==> config.mk <==
export PLATFORM = sky130hd
export DESIGN_NAME = alu_multicycle_flat
export DESIGN_NICKNAME = d
export VERILOG_FILES = /design/src/rtl/alu_multicycle_if.sv /design/src/rtl/alu_multicycle.sv /design/src/flat_wrapper.sv
export SDC_FILE = /design/constraint.sdc
export NUM_CORES = 1
export LEC_CHECK = 0
export ABC_AREA = 1
export BUFFER_PORTS_ARGS = -buffer_cell sky130_fd_sc_hd__clkbuf_2
export CORE_MARGIN = 2
export CORE_UTILIZATION = 55
export CTS_CLUSTER_SIZE = 10
export DETAILED_ROUTE_END_ITERATION = 8
export PLACE_DENSITY = 0.73
export SYNTH_ARGS = -nofsm -noshare
export SYNTH_HDL_FRONTEND = slang
export SYNTH_SLANG_ARGS = --single-unit
==> constraint.sdc <==
create_clock -name clk -period 5.9 [get_ports clk]
set_clock_uncertainty 0.2 [all_clocks]
set_input_delay 1.18 -clock clk [delete_from_list [all_inputs] [get_ports clk]]
set_output_delay 1.18 -clock clk [all_outputs]
set_load 0.02 [all_outputs]
==> src/rtl/alu_multicycle_if.sv <==
// Handshake and operand/result bundle between the CPU control unit (master)
// and alu_multicycle (slave). clk and rst stay plain ports on the modules.
interface alu_multicycle_if #(
  parameter int WIDTH = 16
);
  logic             start;
  logic [3:0]       ALUop;
  logic [WIDTH-1:0] srcA;
  logic [WIDTH-1:0] srcB;
  logic             busy;
  logic             done;
  logic [WIDTH-1:0] ALUresult;
  logic             flagN;
  logic             flagZ;
  logic             flagC;
  logic             flagV;
  logic             divByZero;

  modport master (
    output start, ALUop, srcA, srcB,
    input  busy, done, ALUresult, flagN, flagZ, flagC, flagV, divByZero
  );

  modport slave (
    input  start, ALUop, srcA, srcB,
    output busy, done, ALUresult, flagN, flagZ, flagC, flagV, divByZero
  );
endinterface

==> src/rtl/alu_multicycle.sv <==
// Registered multi-cycle ALU. Single-cycle ops (and divide-by-zero / invalid
// ops) finish one cycle after start; MUL/DIV/MOD iterate one bit per cycle
// for WIDTH cycles on a shared hi/lo register pair.
module alu_multicycle #(
  parameter int WIDTH = 16
) (
  input  logic            clk,
  input  logic            rst,
  alu_multicycle_if.slave bus
);
  localparam int CNT_W = $clog2(WIDTH) + 1;
  localparam logic [CNT_W-1:0] LAST_ITER = CNT_W'(WIDTH - 1);
  localparam logic [WIDTH-1:0] SHIFT_LIM = WIDTH'(WIDTH);
  localparam int MSB = WIDTH - 1;

  typedef enum logic [3:0] {
    OP_SUB  = 4'b0000,
    OP_ADD  = 4'b0001,
    OP_LSL  = 4'b0010,
    OP_NEG  = 4'b0011,
    OP_PASS = 4'b0100,
    OP_CMP  = 4'b0101,
    OP_LSR  = 4'b0110,
    OP_AND  = 4'b0111,
    OP_OR   = 4'b1000,
    OP_MUL  = 4'b1001,
    OP_DIV  = 4'b1010,
    OP_MOD  = 4'b1011
  } alu_op_e;

  typedef enum logic [1:0] {
    S_IDLE,
    S_EXEC,
    S_DONE
  } state_e;

  state_e           state_q;
  logic             busy_q;
  logic             done_q;
  logic [3:0]       op_q;
  logic [WIDTH-1:0] opnd_q;   // multiplicand for MUL, divisor for DIV/MOD
  logic [WIDTH-1:0] hi_q;     // product high half / partial remainder
  logic [WIDTH-1:0] lo_q;     // multiplier shifting out / quotient shifting in
  logic [CNT_W-1:0] cnt_q;

  logic [WIDTH-1:0] result_q;
  logic             n_q, z_q, c_q, v_q, dbz_q;

  logic [WIDTH-1:0] a, b;
  assign a = bus.srcA;
  assign b = bus.srcB;

  // Single-cycle result straight from the operands being latched this edge.
  logic [WIDTH-1:0] sc_result;
  logic [WIDTH:0]   add_full;
  logic             sc_c, sc_v, sc_dbz, sc_multi;

  always_comb begin
    // NOTE: every output gets a default first so no path leaves one unassigned (that would infer a latch).
    sc_result = '0;
    sc_c      = 1'b0;
    sc_v      = 1'b0;
    sc_dbz    = 1'b0;
    sc_multi  = 1'b0;
    add_full  = {1'b0, a} + {1'b0, b};
    case (bus.ALUop)
      OP_SUB: begin
        sc_result = a - b;
        sc_c      = (a >= b);
        sc_v      = (a[MSB] != b[MSB]) && (sc_result[MSB] != a[MSB]);
      end
      OP_ADD: begin
        sc_result = add_full[WIDTH-1:0];
        sc_c      = add_full[WIDTH];
        sc_v      = (a[MSB] == b[MSB]) && (sc_result[MSB] != a[MSB]);
      end
      OP_LSL:  sc_result = (b >= SHIFT_LIM) ? '0 : (a << b);
      OP_NEG:  sc_result = '0 - a;
      OP_PASS: sc_result = a;
      OP_CMP:  sc_result = (a == b) ? '0 : ((a > b) ? WIDTH'(1) : WIDTH'(2));
      OP_LSR:  sc_result = (b >= SHIFT_LIM) ? '0 : (a >> b);
      OP_AND:  sc_result = a & b;
      OP_OR:   sc_result = a | b;
      OP_MUL:  sc_multi = 1'b1;
      OP_DIV: begin
        if (b == '0) begin
          sc_result = '1;
          sc_dbz    = 1'b1;
        end else begin
          sc_multi = 1'b1;
        end
      end
      OP_MOD: begin
        if (b == '0) begin
          sc_result = a;
          sc_dbz    = 1'b1;
        end else begin
          sc_multi = 1'b1;
        end
      end
      default: ;  // invalid ops: result 0, flags fall out as Z=1, rest 0
    endcase
  end

  // One shift-add / restoring-divide step from the current hi/lo registers.
  logic [WIDTH:0]   mul_sum;
  logic [WIDTH-1:0] mul_hi_nx, mul_lo_nx;
  logic [WIDTH:0]   div_shift, div_diff;
  logic [WIDTH-1:0] div_rem_nx, div_quo_nx;

  always_comb begin
    mul_sum   = {1'b0, hi_q} + (lo_q[0] ? {1'b0, opnd_q} : '0);
    mul_hi_nx = mul_sum[WIDTH:1];
    mul_lo_nx = {mul_sum[0], lo_q[WIDTH-1:1]};
    div_shift = {hi_q, lo_q[WIDTH-1]};
    div_diff  = div_shift - {1'b0, opnd_q};
    if (div_diff[WIDTH]) begin
      div_rem_nx = div_shift[WIDTH-1:0];
      div_quo_nx = {lo_q[WIDTH-2:0], 1'b0};
    end else begin
      div_rem_nx = div_diff[WIDTH-1:0];
      div_quo_nx = {lo_q[WIDTH-2:0], 1'b1};
    end
  end

  // Value published on the edge entering DONE: iterative result on the last
  // EXEC step, otherwise the single-cycle result.
  logic [WIDTH-1:0] fin_result;
  logic             fin_c, fin_v, fin_dbz, publish;

  always_comb begin
    fin_result = sc_result;
    fin_c      = sc_c;
    fin_v      = sc_v;
    fin_dbz    = sc_dbz;
    if (state_q == S_EXEC) begin
      fin_c   = 1'b0;
      fin_v   = 1'b0;
      fin_dbz = 1'b0;
      if (op_q == OP_MUL) begin
        fin_result = mul_lo_nx;
        fin_v      = |mul_hi_nx;
      end else if (op_q == OP_DIV) begin
        fin_result = div_quo_nx;
      end else begin
        fin_result = div_rem_nx;
      end
    end
  end

  assign publish = (state_q == S_EXEC) ? (cnt_q == LAST_ITER)
                                       : (bus.start && !sc_multi);

  // Control FSM plus iteration datapath; start is only honoured outside EXEC.
  always_ff @(posedge clk) begin
    // NOTE: non-blocking assignments so every register samples pre-edge values, whatever the statement order.
    if (rst) begin
      state_q <= S_IDLE;
      busy_q  <= 1'b0;
      done_q  <= 1'b0;
      op_q    <= '0;
      opnd_q  <= '0;
      hi_q    <= '0;
      lo_q    <= '0;
      cnt_q   <= '0;
    end else begin
      done_q <= 1'b0;
      case (state_q)
        S_IDLE, S_DONE: begin
          if (bus.start) begin
            op_q  <= bus.ALUop;
            cnt_q <= '0;
            hi_q  <= '0;
            if (sc_multi) begin
              state_q <= S_EXEC;
              busy_q  <= 1'b1;
              if (bus.ALUop == OP_MUL) begin
                opnd_q <= a;
                lo_q   <= b;
              end else begin
                opnd_q <= b;
                lo_q   <= a;
              end
            end else begin
              state_q <= S_DONE;
              done_q  <= 1'b1;
            end
          end else begin
            state_q <= S_IDLE;
          end
        end
        S_EXEC: begin
          cnt_q <= cnt_q + CNT_W'(1);
          if (op_q == OP_MUL) begin
            hi_q <= mul_hi_nx;
            lo_q <= mul_lo_nx;
          end else begin
            hi_q <= div_rem_nx;
            lo_q <= div_quo_nx;
          end
          if (cnt_q == LAST_ITER) begin
            state_q <= S_DONE;
            busy_q  <= 1'b0;
            done_q  <= 1'b1;
          end
        end
        default: state_q <= S_IDLE;
      endcase
    end
  end

  // Result and flags change only on the edge that enters DONE.
  always_ff @(posedge clk) begin
    if (rst) begin
      result_q <= '0;
      n_q      <= 1'b0;
      z_q      <= 1'b0;
      c_q      <= 1'b0;
      v_q      <= 1'b0;
      dbz_q    <= 1'b0;
    end else if (publish) begin
      result_q <= fin_result;
      n_q      <= fin_result[MSB];
      z_q      <= (fin_result == '0);
      c_q      <= fin_c;
      v_q      <= fin_v;
      dbz_q    <= fin_dbz;
    end
  end

  assign bus.busy      = busy_q;
  assign bus.done      = done_q;
  assign bus.ALUresult = result_q;
  assign bus.flagN     = n_q;
  assign bus.flagZ     = z_q;
  assign bus.flagC     = c_q;
  assign bus.flagV     = v_q;
  assign bus.divByZero = dbz_q;

endmodule

==> src/flat_wrapper.sv <==
// flat-port wrapper written by rule: the top's interface ports become plain ports
module alu_multicycle_flat 
#(
  parameter int WIDTH = 16
)
  (clk, rst, bus_start, bus_ALUop, bus_srcA, bus_srcB, bus_busy, bus_done, bus_ALUresult, bus_flagN, bus_flagZ, bus_flagC, bus_flagV, bus_divByZero);
  alu_multicycle_if #(.WIDTH(WIDTH)) bus_i ();
  input  logic clk;
  input  logic rst;
  input wire logic [$bits(bus_i.start)-1:0] bus_start;
  input wire logic [$bits(bus_i.ALUop)-1:0] bus_ALUop;
  input wire logic [$bits(bus_i.srcA)-1:0] bus_srcA;
  input wire logic [$bits(bus_i.srcB)-1:0] bus_srcB;
  output wire logic [$bits(bus_i.busy)-1:0] bus_busy;
  output wire logic [$bits(bus_i.done)-1:0] bus_done;
  output wire logic [$bits(bus_i.ALUresult)-1:0] bus_ALUresult;
  output wire logic [$bits(bus_i.flagN)-1:0] bus_flagN;
  output wire logic [$bits(bus_i.flagZ)-1:0] bus_flagZ;
  output wire logic [$bits(bus_i.flagC)-1:0] bus_flagC;
  output wire logic [$bits(bus_i.flagV)-1:0] bus_flagV;
  output wire logic [$bits(bus_i.divByZero)-1:0] bus_divByZero;
  assign bus_i.start = bus_start;
  assign bus_i.ALUop = bus_ALUop;
  assign bus_i.srcA = bus_srcA;
  assign bus_i.srcB = bus_srcB;
  assign bus_busy = bus_i.busy;
  assign bus_done = bus_i.done;
  assign bus_ALUresult = bus_i.ALUresult;
  assign bus_flagN = bus_i.flagN;
  assign bus_flagZ = bus_i.flagZ;
  assign bus_flagC = bus_i.flagC;
  assign bus_flagV = bus_i.flagV;
  assign bus_divByZero = bus_i.divByZero;
  alu_multicycle #(.WIDTH(WIDTH)) u_core (.clk(clk), .rst(rst), .bus(bus_i));
endmodule
==> summary.txt, run 1 <==
Critical path
  • Type of the setup path with the least slack: input port to register
  • R2R Path Start: u_core.state_q[0]
  • Kind of end point of the critical path: register
  • Worst Reg2Reg Path Length in Cells: 12
  • Critical path capture point: u_core.bus.flagZ
  • Critical path startpoint: bus_srcB[1]
  • Crit start category: input port
  • Data arrival, critical path: ~4.5 ns
  • Worst r2r dst: u_core.bus.flagZ
  • WP data required: between 5 and 6 ns
  • Worst-path fanout max: 27
  • Register-to-register setup slack: approximately 1.8 ns

Power
  • Largest vdd supply drop: about 0.15 mV
  • Static Leakage: ~0.0057 uW
  • Power Density: 187 mW/mm2

Final layout
  • Count of placed standard cells in the final layout, fillers left out: ~2.1k
  • Final-layout fill cell count: roughly 2k
  • Fraction of layout cells with a size suffix above 1: 0.0861
  • Most frequent cells in the layout: 516 x sky130_fd_sc_hd__nand2_1, 228 x sky130_fd_sc_hd__inv_1, 183 x sky130_fd_sc_hd__nand3_1
  • Relative area change from synthesis to final layout: 6.51%
  • Fin nets: about 2.0k
  • Antenna Cells: 0
  • Most common cell after layout, fill and taps aside: sky130_fd_sc_hd__nand2_1

Die
  • Total die area: about 0.02 mm2
  • Initial standard-cell utilization of the core: 0.565
  • Y dimension of the die: between 100 and 150 um
  • Boundary pin count: 62
  • Row Count: 50
  • Core region area: between 0.015 and 0.02 mm2
  • Width of the chip: approximately 140 um

Placed design
  • Final GP Congestion: about 1.0
  • Number of placed cells counting well taps: between 2k and 2.5k
  • DPL Wire Length: ~33000 um
  • Port Buffers: a little over 60

Clocking
  • CTS tree: done
  • Inserted Clock Buffers: 9
  • Clock Tree Root: sky130_fd_sc_hd__clkbuf_16
  • Number of cells upsized or downsized after cts: 0
  • Post-CTS Repair Setup Buffers: 0
  • Maximum buffer depth of the clock tree: 2
  • Clock network latency to the later pin of the worst-skew pair: between 0.3 and 0.4 ns
  • Htree depth: 3
  • Count of clock tree sinks: 81
  • Clock-pin slew of the registers on the worst-case setup and hold paths: approximately 0.070 ns
  • Count of hold buffers inserted by post-cts repair: 0

Synth
  • Number of library cell types mapped by synthesis: 56
  • Share of synthesized flip-flops with an asynchronous set or reset: 0
  • Main synth FF type: sky130_fd_sc_hd__dfxtp_1
  • Post-synthesis cell area: approximately 0.011 mm2
  • Number of synthesized register bits: 81
  • Count of flip-flops with a built-in enable after synthesis: 0
  • Synth Instances: approximately 1.9k
  • Post-Syn Area per Cell: ~5.7 um2
  • Yosys warns: 0
  • Nets in the synthesized netlist: 1990
  • Sequential element share of the synthesized area: 0.152

Timing
  • Final Max Tran Viols: 0
  • Total Negative Setup Slacks: 0 ns
  • Worst slew pin tran: a little over 1 ns
  • Final Hold Viols: 0
  • Achievable frequency: 226 MHz
  • Number of setup violations in the final report: 0
  • Worst slew slack as a fraction of its limit: 0.324
  • Minimum clock period after layout: between 4 and 5 ns
  • Share of the clock period used by the worst path: 0.749
  • Setup repair after global routing missed its margin: false

Routing
  • Post-detailed-route via-to-cell ratio: approximately 6.1
  • Count of routing violations after the opening detailed-route iteration: ~1.8k
  • Detailed-routing iteration count for the pre-antenna-repair pass: 7
  • Antenna viol nets, final: 0
  • Wire length per cell after detailed routing: between 15 and 20 um
  • Detailed-route DRC error count: 0
  • Via Count: roughly 13k
  • Routed wire length: roughly 42000 um

Global routing
  • Maximum number of pins on one net before global-route repair: between 40 and 50
  • Overflow left after global routing: 0
  • GR Util All Layers: 0.415
  • Number of antenna violations at the first check in global routing: 0
  • Number of global-route vias before repair: 12.1k
  • First-pass GRT wire length: between 60000 and 70000 um

Worst hold path
  • Path class of the lowest-slack min-delay path: register to register

Status
  • Result of the run: completed

Job
  • Number of violations of the max-capacitance limit: 0
[kinds of logic after synthesis]
logic type      Yosys count  synth area share
compound gates          400             0.217
flops                    81             0.152
xor+xnor                 22            0.0181
simple gates            945             0.386
fa+ha+maj                87             0.105
buf+inv                 329             0.121
[cells in the mapped netlist, types with 13 or more instances]
master	count	area share
sky130_fd_sc_hd__a21oi_1	138	0.065
sky130_fd_sc_hd__a31oi_1	37	0.022
sky130_fd_sc_hd__buf_2	18	0.0085
sky130_fd_sc_hd__clkbuf_1	50	0.018
sky130_fd_sc_hd__dfxtp_1	81	0.15
sky130_fd_sc_hd__ha_1	83	0.098
sky130_fd_sc_hd__inv_1	228	0.080
sky130_fd_sc_hd__nand2_1	516	0.18
sky130_fd_sc_hd__nand3_1	183	0.086
sky130_fd_sc_hd__nand4_1	41	0.024
sky130_fd_sc_hd__nor2_1	130	0.046
sky130_fd_sc_hd__nor2_2	13	0.0076
sky130_fd_sc_hd__nor3_1	18	0.0085
sky130_fd_sc_hd__o21ai_0	127	0.060
sky130_fd_sc_hd__o21bai_1	18	0.013
sky130_fd_sc_hd__o22ai_1	15	0.0088
sky130_fd_sc_hd__xor2_1	16	0.013
[per-layer routing]
| metal | up-vias | share of wire | track usage |
|---|---|---|---|
| met3 | 181 | 0.10 | 0.0661 |
| met4 | 0 | 0.065 | 0.241 |
| li1 | 6187 | - | - |
| met5 | - | 0 | 0 |
| met1 | 5849 | 0.39 | 0.521 |
| met2 | 838 | 0.44 | 0.670 |
[worst min path at each step]
stage / startpoint / end / cells after the start
finish: u_core.cnt_q[3] / u_core.cnt_q[3] / 1
global placement: u_core.cnt_q[3] / u_core.cnt_q[3] / 1
detailed placement: u_core.cnt_q[3] / u_core.cnt_q[3] / 1
global route: u_core.cnt_q[3] / u_core.cnt_q[3] / 1
CTS: u_core.cnt_q[3] / u_core.cnt_q[3] / 1
floorplan: u_core.cnt_q[3] / u_core.cnt_q[3] / 1
[report_power, final]
part	internal [uW]	switching (uW)	leakage [uW]
clock network	380	265	0.000160
logic	256	619	0.00489
registers	576	30.5	0.000660
[state kept, by name, indices dropped and copies added, names as in the netlist]
name,flops
u_core.bus.flagZ,1
u_core.opnd_q,16
u_core.op_q,4
u_core.bus.flagN,1
u_core.bus.ALUresult,15
u_core.bus.flagV,1
u_core.bus.flagC,1
u_core.cnt_q,5
u_core.state_q,2
u_core.bus.done,1
u_core.lo_q,16
u_core.bus.divByZero,1
u_core.hi_q,16
u_core.bus.busy,1
[final cells by class]
cell class	count	area, um2	area share
Inverter	246	923	0.0814
Sequential cell	81	1620	0.143
Clock inverter	7	108	0.00949
Clock buffer	9	225	0.0199
Multi-Input combinational cell	1454	7730	0.682
Timing Repair Buffer	74	403	0.0355
Tap cell	260	325	0.0287
[metrics by stage]
step                worst slack [ns]  hold slack, ns  total power [uW]   util  cell area [um2]
finish                          1.48           0.265              2130  0.602            11300
global route                    1.24           0.300              2230  0.602            11300
CTS                             1.59           0.263              2090  0.602            11300
detailed placement              1.25           0.254              1460  0.585            11000
global placement                1.29           0.255              1450  0.585            11000
floorplan                       1.98           0.237              1220      -            10600
[worst max-delay path, stage by stage]
cell and delay (ns):
sky130_fd_sc_hd__clkbuf_2 0.54, sky130_fd_sc_hd__clkinv_1 0.30, sky130_fd_sc_hd__ha_1 0.43, sky130_fd_sc_hd__inv_1 0.07
sky130_fd_sc_hd__nor3_1 0.28, sky130_fd_sc_hd__a21o_1 0.23, sky130_fd_sc_hd__nand3_1 0.08, sky130_fd_sc_hd__nand2_1 0.11
sky130_fd_sc_hd__nand2_1 0.06, sky130_fd_sc_hd__nand2_1 0.06, sky130_fd_sc_hd__nor2_1 0.04, sky130_fd_sc_hd__nor2_1 0.34
sky130_fd_sc_hd__nand2_1 0.16, sky130_fd_sc_hd__a21oi_2 0.16, sky130_fd_sc_hd__nand3_1 0.09, sky130_fd_sc_hd__nor2_1 0.11
sky130_fd_sc_hd__nand4_1 0.09, sky130_fd_sc_hd__a21oi_1 0.14
Note: power is estimated with default switching activity, not from simulation.
==> run 2: changes to the inputs <==
- ABC_AREA: 1 -> 0
- clock period: 5.9 -> 4.3 ns (I/O delays scaled with it)
==> run 2 against run 1 <==
  * Die area fell by 2.8%
  * Hold slack got worse by 0.00091 ns
  * Sequential power is 36% higher
  * Combinational power rose by 50%
  * Global-route usage up 2.5 points
  * Clock-buffer cell count rose by 1
  * The flow now finishes with violations (negative setup slack)
  * Final cell count shrank 15%
==> summary.txt, run 2 <==
Status
  • Result of the run: complete, but fails checks
  • Failing checks: negative setup slack

Placed design
  • Port Buffers: 61
  • Final GP Congestion: between 1 and 1.5
  • DPL Wire Length: between 30000 and 40000 um
  • Number of placed cells counting well taps: about 1.8k

Critical path
  • WP data required: 4.38 ns
  • Worst Reg2Reg Path Length in Cells: 16
  • Type of the setup path with the least slack: input port to register
  • Worst-path fanout max: 4
  • R2R Path Start: u_core.lo_q[15]
  • Worst r2r dst: u_core.bus.flagZ
  • Kind of end point of the critical path: register
  • Data arrival, critical path: 4.48 ns
  • Register-to-register setup slack: -0.04 ns
  • Crit start category: input port

Synth
  • Count of flip-flops with a built-in enable after synthesis: 0
  • Fraction of the mapped netlist area in simple logic gates: 0.213
  • Yosys warns: 0
  • Nets in the synthesized netlist: around 1.5k
  • Most frequent cells after synthesis: 151 x sky130_fd_sc_hd__nor2_1, 108 x sky130_fd_sc_hd__a21oi_1, 106 x sky130_fd_sc_hd__nand2_1
  • Xor and xnor area share after synthesis: 0.0339
  • Share of synthesized flip-flops with an asynchronous set or reset: 0
  • Main synth FF type: sky130_fd_sc_hd__dfxtp_1
  • Post-synthesis cell area: ~0.010 mm2
  • Number of library cell types mapped by synthesis: a little over 80
  • Sequential element share of the synthesized area: 0.157
  • Main combinational cell family by area after synthesis: compound AO/OA/AOI/OAI gates
  • Synth Instances: around 1.4k
  • Most instantiated library cell after synthesis: sky130_fd_sc_hd__nor2_1
  • Post-Syn Area per Cell: roughly 7.3 um2
  • Synthesized-area fraction occupied by adder cells: 0.108
  • Ranking of synthesized cells by area: sky130_fd_sc_hd__dfxtp_1 16%, sky130_fd_sc_hd__ha_1 10%, sky130_fd_sc_hd__mux2i_1 7.1%
  • Leading area contributor after synthesis: sky130_fd_sc_hd__dfxtp_1
  • Number of synthesized register bits: 81
  • Share of synthesized area spent on multiplexers: 0.117
  • Area share of the largest cell type after synthesis: 0.157
  • Compound-Gate Fraction of Synth Area: 0.302

Final layout
  • Area used by multi-input combinational logic: roughly 0.0081 mm2
  • Final-layout fill cell count: between 1.5k and 2k
  • Fraction of layout cells with a size suffix above 1: 0.213
  • Most frequent cells in the layout: 203 x sky130_fd_sc_hd__buf_4, 148 x sky130_fd_sc_hd__nor2_1, 108 x sky130_fd_sc_hd__a21oi_1
  • Antenna Cells: 0
  • Register area: roughly 0.0016 mm2
  • Relative area change from synthesis to final layout: 20.7%
  • Most common cell after layout, fill and taps aside: sky130_fd_sc_hd__buf_4
  • Fin nets: roughly 1.7k
  • Count of placed standard cells in the final layout, fillers left out: between 1.5k and 2k
  • Largest registers: u_core.hi_q (16), u_core.lo_q (16), u_core.opnd_q (16)

Job
  • Number of violations of the max-capacitance limit: 0

Clocking
  • Inserted Clock Buffers: 9
  • Count of clock tree sinks: 81
  • Clock network latency to the later pin of the worst-skew pair: between 0.3 and 0.4 ns
  • Maximum buffer depth of the clock tree: 2
  • Clock-pin slew of the registers on the worst-case setup and hold paths: about 0.060 ns
  • Clock Tree Root: sky130_fd_sc_hd__clkbuf_16
  • Htree depth: 3
  • CTS tree: done
  • Count of hold buffers inserted by post-cts repair: 0

Die
  • Width of the chip: between 100 and 150 um
  • Boundary pin count: 62
  • Total die area: approximately 0.020 mm2
  • Y dimension of the die: about 140 um
  • Row Count: 50
  • Initial standard-cell utilization of the core: 0.557
  • Core region area: around 0.019 mm2

Global routing
  • Overflow left after global routing: 0
  • Number of antenna violations at the first check in global routing: 0
  • Maximum number of pins on one net before global-route repair: 79
  • Number of global-route vias before repair: between 10k and 15k
  • GR Util All Layers: 0.439
  • First-pass GRT wire length: 67600 um

Power
  • Largest vdd supply drop: around 0.21 mV
  • Static Leakage: 0.00536 uW
  • Power Density: approximately 230 mW/mm2

Timing
  • Worst slew pin tran: ~1.1 ns
  • Achievable frequency: 228 MHz
  • Setup repair after global routing missed its margin: true
  • Share of the clock period used by the worst path: 1.02
  • Final Max Tran Viols: 0
  • Final Hold Viols: 0
  • Final WS setup: -0.0943 ns
  • Minimum clock period after layout: 4.39 ns
  • Number of setup violations in the final report: 1
  • Total Negative Setup Slacks: -0.0943 ns
  • Worst slew slack as a fraction of its limit: 0.253

Routing
  • Detailed-route DRC error count: 0
  • Routed wire length: 44300 um
  • Post-detailed-route via-to-cell ratio: 6.79
  • Detailed-routing iteration count for the pre-antenna-repair pass: 6
  • Antenna viol nets, final: 0
  • Via Count: 12.3k
  • Wire length per cell after detailed routing: roughly 24 um
  • Count of routing violations after the opening detailed-route iteration: between 1k and 1.5k

Worst hold path
  • Source of the worst hold timing path: u_core.bus.flagC
  • Worst hold stages: 2
  • Path class of the lowest-slack min-delay path: register to register
  • Endpoint of the worst hold-timing path: u_core.bus.flagC
[run 2: layer usage]
layer / vias to the layer above / GRT usage / wire [um]
met5: - / 0 / 0
met4: 0 / 0.289 / 3440
met3: 165 / 0.0710 / 3830
met2: 734 / 0.696 / 19600
met1: 5828 / 0.552 / 17400
li1: 5619 / - / -
[run 2: kinds of logic after synthesis]
| family | count (synthesis) |
|---|---|
| AO/OA/AOI/OAI | 459 |
| XOR/XNOR | 40 |
| adder cells (fa/ha/maj) | 87 |
| buffers and inverters | 179 |
| flip-flops | 81 |
| multiplexers | 103 |
| AND/OR/NAND/NOR | 460 |
[run 2: repair_timing]
action	in CTS	in global routing
gates resized for setup	5	4
pin swaps	2	0
setup endpoints to repair	2	3
buffers inserted	0	0
[run 2: worst max-delay path by stage]
stage,from,end,cells past startpoint
floorplan,bus_srcA[0],u_core.bus.flagZ,16
global placement,bus_srcA[0],u_core.bus.flagZ,16
detailed placement,bus_srcA[0],u_core.bus.flagZ,16
CTS,bus_srcA[0],u_core.bus.flagZ,16
global route,bus_srcA[0],u_core.bus.flagZ,16
finish,bus_srcA[0],u_core.bus.flagZ,16
[run 2: metrics by stage]
stage,hold slack [ns],util,cell area (um2),worst slack [ns],total power (uW)
finish,0.264,0.672,12500,-0.0943,2880
floorplan,0.254,-,10400,-0.0937,1590
global route,0.283,0.672,12500,-0.164,3010
global placement,0.248,0.654,12200,-0.410,2080
detailed placement,0.255,0.654,12200,-0.473,2100
CTS,0.262,0.671,12500,-0.0446,2840
[run 2: worst max-delay path, cell delays in order]
cell and delay, ns:
sky130_fd_sc_hd__clkbuf_16 0.13, sky130_fd_sc_hd__clkinv_8 0.04, sky130_fd_sc_hd__ha_4 0.12, sky130_fd_sc_hd__inv_2 0.04, sky130_fd_sc_hd__fa_2 0.39, sky130_fd_sc_hd__nor3b_4 0.17, sky130_fd_sc_hd__o311a_1 0.32, sky130_fd_sc_hd__or3_1 0.38
sky130_fd_sc_hd__a221o_1 0.38, sky130_fd_sc_hd__a221o_1 0.40, sky130_fd_sc_hd__nand3_1 0.11, sky130_fd_sc_hd__and4b_1 0.21, sky130_fd_sc_hd__nand4_1 0.11, sky130_fd_sc_hd__or4_1 0.43, sky130_fd_sc_hd__nor4_1 0.19, sky130_fd_sc_hd__a31o_1 0.18
[run 2: area by class of cell]
type	count	area share
multi-input combinational	1149	0.648
tap	234	0.0235
sequential	81	0.130
clock inverter	6	0.00401
clock buffer	10	0.0191
inverter	71	0.0225
timing repair buffer	267	0.153
[run 2: power by group]
| group | internal [uW] | switching [uW] | total [uW] |
|---|---|---|---|
| Combinational | 544 | 766 | 1310 |
| Sequential | 790 | 37.1 | 827 |
| Clock | 414 | 334 | 748 |
